<file path="config.mk">
export PLATFORM = sky130hd
export DESIGN_NAME = round_judge
export DESIGN_NICKNAME = d
export VERILOG_FILES = /design/src/rtl/game_pkg.sv /design/src/rtl/tick_down_counter.sv /design/src/rtl/round_judge.sv
export SDC_FILE = /design/constraint.sdc
export NUM_CORES = 1
export LEC_CHECK = 0
export ABC_AREA = 1
export ABC_CLOCK_PERIOD_IN_PS = 4100
export BUFFER_PORTS_ARGS = -buffer_cell sky130_fd_sc_hd__buf_2
export CAP_MARGIN = 20
export CELL_PAD_IN_SITES_DETAIL_PLACEMENT = 1
export CELL_PAD_IN_SITES_GLOBAL_PLACEMENT = 1
export CORE_UTILIZATION = 44
export DETAILED_ROUTE_END_ITERATION = 8
export HOLD_SLACK_MARGIN = 0.12
export PLACE_DENSITY_LB_ADDON = 0.1
export SLEW_MARGIN = 20
export SYNTH_ARGS = -nofsm -noshare
export SYNTH_HDL_FRONTEND = slang
export SYNTH_SLANG_ARGS = --single-unit
</file>
<file path="constraint.sdc">
create_clock -name clk -period 4.1 [get_ports clk]
set_input_delay 0.41 -clock clk [delete_from_list [all_inputs] [get_ports clk]]
set_output_delay 0.41 -clock clk [all_outputs]
set_load 0.01 [all_outputs]
</file>
<file path="src/rtl/game_pkg.sv">
// Shared types and constants for the round judge.
// State encoding, counter widths and default timings.
package game_pkg;

  localparam int TIME_W = 8;
  localparam int LIFE_W = 3;

  localparam int DEF_ROUND_TICKS = 200;
  localparam int DEF_HOLD_TICKS  = 60;
  localparam int DEF_LIVES       = 3;

  typedef enum logic [2:0] {
    S_IDLE,
    S_PLAY,
    S_WON,
    S_LOST,
    S_OVER
  } judge_state_t;

endpackage

</file>
<file path="src/rtl/tick_down_counter.sv">
// Loadable down-counter stepped by a tick enable.
// Saturates at zero so the value never wraps.
module tick_down_counter
  import game_pkg::*;
#(
  parameter int W = TIME_W
) (
  input  logic         clk,
  input  logic         rst_n,
  input  logic         load,
  input  logic [W-1:0] init,
  input  logic         tick,
  output logic [W-1:0] value,
  output logic         is_one
);

  always_ff @(posedge clk or negedge rst_n) begin
    if (!rst_n) begin
      value <= '0;
    end else if (load) begin
      value <= init;
    end else if (tick && value != '0) begin
      value <= value - W'(1);
    end
  end

  assign is_one = (value == W'(1));

endmodule

</file>
<file path="src/rtl/round_judge.sv">
// Round referee: decides win/lose per timed round,
// tracks lives and holds the result between rounds.
module round_judge
  import game_pkg::*;
#(
  parameter int ROUND_TICKS = DEF_ROUND_TICKS,
  parameter int HOLD_TICKS  = DEF_HOLD_TICKS,
  parameter int LIVES       = DEF_LIVES
) (
  input  logic              clk,
  input  logic              rst_n,
  input  logic              start,
  input  logic              tick,
  input  logic              goal_hit,
  input  logic              player_hit,
  output logic              win,
  output logic              lose,
  output logic              round_active,
  output logic              game_over,
  output logic [TIME_W-1:0] time_left,
  output logic [LIFE_W-1:0] lives_left
);

  localparam logic [TIME_W-1:0] ROUND_INIT = TIME_W'(ROUND_TICKS);
  localparam logic [TIME_W-1:0] HOLD_INIT  = TIME_W'(HOLD_TICKS);
  localparam logic [LIFE_W-1:0] LIFE_INIT  = LIFE_W'(LIVES);

  judge_state_t      state;
  logic [TIME_W-1:0] hold_left;
  logic              time_one;
  logic              hold_one;
  logic              in_play;
  logic              in_hold;
  logic              lose_evt;
  logic              time_load;
  logic              time_dec;
  logic              hold_load;
  logic              hold_dec;

  assign in_play  = (state == S_PLAY);
  assign in_hold  = (state == S_WON) || (state == S_LOST);
  assign lose_evt = player_hit || (tick && time_one);

  assign time_load = (state == S_IDLE)
                  || ((state == S_OVER) && start)
                  || (in_hold && tick && hold_one);
  // The timer freezes on the cycle that ends the round.
  assign time_dec  = in_play && tick && !goal_hit
                  && !player_hit && !time_one;
  assign hold_load = in_play && (goal_hit || lose_evt);
  assign hold_dec  = in_hold && tick;

  tick_down_counter #(.W(TIME_W)) u_round (
    .clk    (clk),
    .rst_n  (rst_n),
    .load   (time_load),
    .init   (ROUND_INIT),
    .tick   (time_dec),
    .value  (time_left),
    .is_one (time_one)
  );

  tick_down_counter #(.W(TIME_W)) u_hold (
    .clk    (clk),
    .rst_n  (rst_n),
    .load   (hold_load),
    .init   (HOLD_INIT),
    .tick   (hold_dec),
    .value  (hold_left),
    .is_one (hold_one)
  );

  always_ff @(posedge clk or negedge rst_n) begin
    if (!rst_n) begin
      state      <= S_IDLE;
      lives_left <= '0;
      win        <= 1'b0;
      lose       <= 1'b0;
    end else begin
      win  <= 1'b0;
      lose <= 1'b0;
      unique case (state)
        S_IDLE: begin
          lives_left <= LIFE_INIT;
          if (start) state <= S_PLAY;
        end
        S_PLAY: begin
          if (goal_hit) begin
            win   <= 1'b1;
            state <= S_WON;
          end else if (lose_evt) begin
            lose <= 1'b1;
            if (lives_left != '0)
              lives_left <= lives_left - LIFE_W'(1);
            state <= (lives_left <= LIFE_W'(1)) ? S_OVER : S_LOST;
          end
        end
        S_WON, S_LOST: begin
          if (tick && hold_one) state <= S_PLAY;
        end
        S_OVER: begin
          if (start) begin
            lives_left <= LIFE_INIT;
            state      <= S_PLAY;
          end
        end
        default: state <= S_IDLE;
      endcase
    end
  end

  assign round_active = in_play;
  assign game_over    = (state == S_OVER);

endmodule

</file>
==> results.txt <==
Slew @ Worst Pin = 568.0 ps
1st-iter DRT viols = 69
unrepaired setup endpoints after global routing = false
Seq pwr share = 35.0%
HP Class = input port to flip-flop
P per Cell Area = 655.9 mW/mm^2
Detailed Routing Iterations Pass 1 = 7
Mapped Area = 0.001609 mm^2
slowest stage delay, CP = 450 ps
syn nets = 239
routed vias/inst = 4.936
Psw = 566.0 uW
row count = 21
Static Leak = 1.006 nW
clk root buf = clkbuf_4
CP bufs+invs = 3
die area = 0.003903 mm^2
Yosys cell types = 25
sequential-to-total area share from yosys stat = 37.33%
gr ovfl total = 0
Yosys top cell by area = dfrtp_1
WS Path Type = flip-flop to output port
Clk pwr share = 9.0%
DP HPWL = 2.854 mm
Internal Power = 606.7 uW
startpoint types = flip-flop
Worst EP arrival = 1320 ps
DRT met1 WL = 1.670 mm
clock sink count = 24
DR top layer = met4
Final Critical Period = 1735 ps
# diodes = 0
TritonCTS clock tree = done
post-synthesis cell count = 226
Setup TNS Final = 0 ps
GP Congestion = 0.7940
Die X = 62.47 um
# Post-CTS Setup Buffers = 0
CTS Buf Count = 3
vias = 1456
switching fraction of total power = 48.26%
maximum VDD drop = 0.2968 mV
Top Ports = 21
largest net degree at the start of global routing = 25
deepest clock path buffer count = 2
Rel. slew slack = 62.13%
flops & latches, synth = 24
outcome = finished, final reports clean
drt total wl = 3.634 mm
worst skew pair latency = 310 ps
clock slew at reported path FFs = 130 ps
routed wl met3 = 111 um
Synth area leaders = dfrtp_1 37%, nand2_1 14%, nand3_1 9.0%
Tot Pwr = 1.173 mW
CP most frequent cell = inv_1
final setup fails = 0
Final Cycle Share = 42.31%
fmax = 576.4 MHz
Worst EP required = 3690 ps
Final Max Tran Viols = 0
layout cells sized above 1 = 16.06%
Layout area overhead = 11.12%
Initial Util = 47.11%
final hold violations = 0
Fillers = 479
Avg WL per Cell = 12.32 um
core area = 0.003416 mm^2
top cell type's share of synthesized area = 37.33%
CP cell instances = inv_1 -> nand3_2 -> inv_1 -> buf_2
hold_ws = 382.2 ps
# H-tree levels = 1
Routed Antenna Nets = 0
Gate power share = 56.0%
pre-CTS setup slack = 2522 ps
vias in the first global route = 1459
Worst Slack Setup Final = 2365 ps
Ys Warns = 0
Post-Route Utilization = 52.34%
largest delay contributor family on the critical path = flip-flops
CP Max Fanout = 5
layout net count = 264
Syn Area/Cell = 7.120 um^2
Buffers on Ports = 20
Worst Clk Skew = 3.219 ps
slowest CP cell = dfrtp_1
most common cell after layout, fill and taps aside = nand2_1
first-pass GRT wire length = 6.423 mm
Crit. End Element = output port
GRT Util Overall = 20.34%
drc violations = 0
die height = 62.47 um
Max-Cap Viols = 0
initial antenna violation count = 0
met2 WL = 1.808 mm
most frequent cells in the layout = 61 x nand2_1, 35 x inv_1, 29 x nor2_1, 29 x nand3_1, 24 x dfrtp_1
## cells in the mapped netlist (all sizes together)
cell type and instances:
ha 7, or2 1, xor2 7, nand4 3, inv 39, a21oi 4, o21ai 7, nor3 1
buf 1, nand2 64, nand3b 2, nand3 30, nor2 36, dfrtp 24
## worst reg2reg max path, stage by stage, from the launching register on
cell,delay (ps)
dfrtp_1,450
ha_1,210
nand2_1,100
nor2_1,80
a21oi_4,380
nand2_2,130
nand2_1,90
nand2_1,50
## metrics by stage
stage | area, um^2 | std cells
final | 1788 | 295
after global routing | 1788 | 295
after CTS | 1788 | 295
after detailed placement | 1755 | 291
after global placement | 1755 | 291
after floorplan | 1609 | 226
## state kept, by name, indices dropped and copies added (netlist names)
| signal | cells |
|---|---|
| lives_left | 3 |
| lose | 1 |
| state | 3 |
| u_hold.value | 8 |
| u_round.value | 8 |
| win | 1 |
## cells by family (layout without fill, tap and decap cells)
group / after synthesis / count (layout) / share of synthesized area [%]
AND/OR/NAND/NOR: 137 / 137 / 39.11
buffers and inverters: 40 / 63 / 9.954
adder cells (fa/ha/maj): 7 / 7 / 5.443
AO/OA/AOI/OAI: 11 / 11 / 4.355
XOR/XNOR: 7 / 7 / 3.810
flip-flops: 24 / 24 / 37.33
## routing by layer
layer,vias up,track usage (%)
li1,742,-
met1,685,27.32
met2,25,34.92
met3,4,2.372
met4,0,4.360
met5,-,0
## power by group through the flow
stage	Combinational (mW)	Sequential (mW)	Clock [mW]
6_report	0.656	0.410	0.106
5_1_grt	0.765	0.424	0.117
4_1_cts	0.668	0.412	0.112
3_5_place_dp	0.665	0.416	0
3_3_place_gp	0.652	0.417	0
2_1_floorplan	0.485	0.423	0
## final timing paths
| path | start | to | slack [ps] | cells after the start |
|---|---|---|---|---|
| max | state[2]$_DFFE_PN0P_ | round_active | 2370 | 4 |
| min | goal_hit | win$_DFF_PN0_ | 380 | 3 |
| max reg2reg | u_hold.value[0]$_DFFE_PN0P_ | u_round.value[7]$_DFFE_PN0P_ | 2530 | 7 |
| min reg2reg | u_hold.value[7]$_DFFE_PN0P_ | u_hold.value[7]$_DFFE_PN0P_ | 530 | 3 |
| max in group asynchronous | rst_n | u_round.value[2]$_DFFE_PN0P_ | 3120 | 2 |
| min in group asynchronous | rst_n | u_hold.value[4]$_DFFE_PN0P_ | 600 | 2 |
## layout make-up
cell class                 instances  area (um^2)  area share (%)
tap                               46        57.56           3.219
multi-input combinational        162        848.3           47.45
timing repair buffer              21        110.1           6.158
clock buffer                       3        22.52           1.260
sequential                        24        600.6           33.59
inverter                          39        148.9           8.328
## what timing repair did
action	in CTS	in global routing
resized for setup	0	0
hold endpoints to repair	24	0
hold buffers	1	0
No activity file was read; power rests on OpenSTA's default activity.
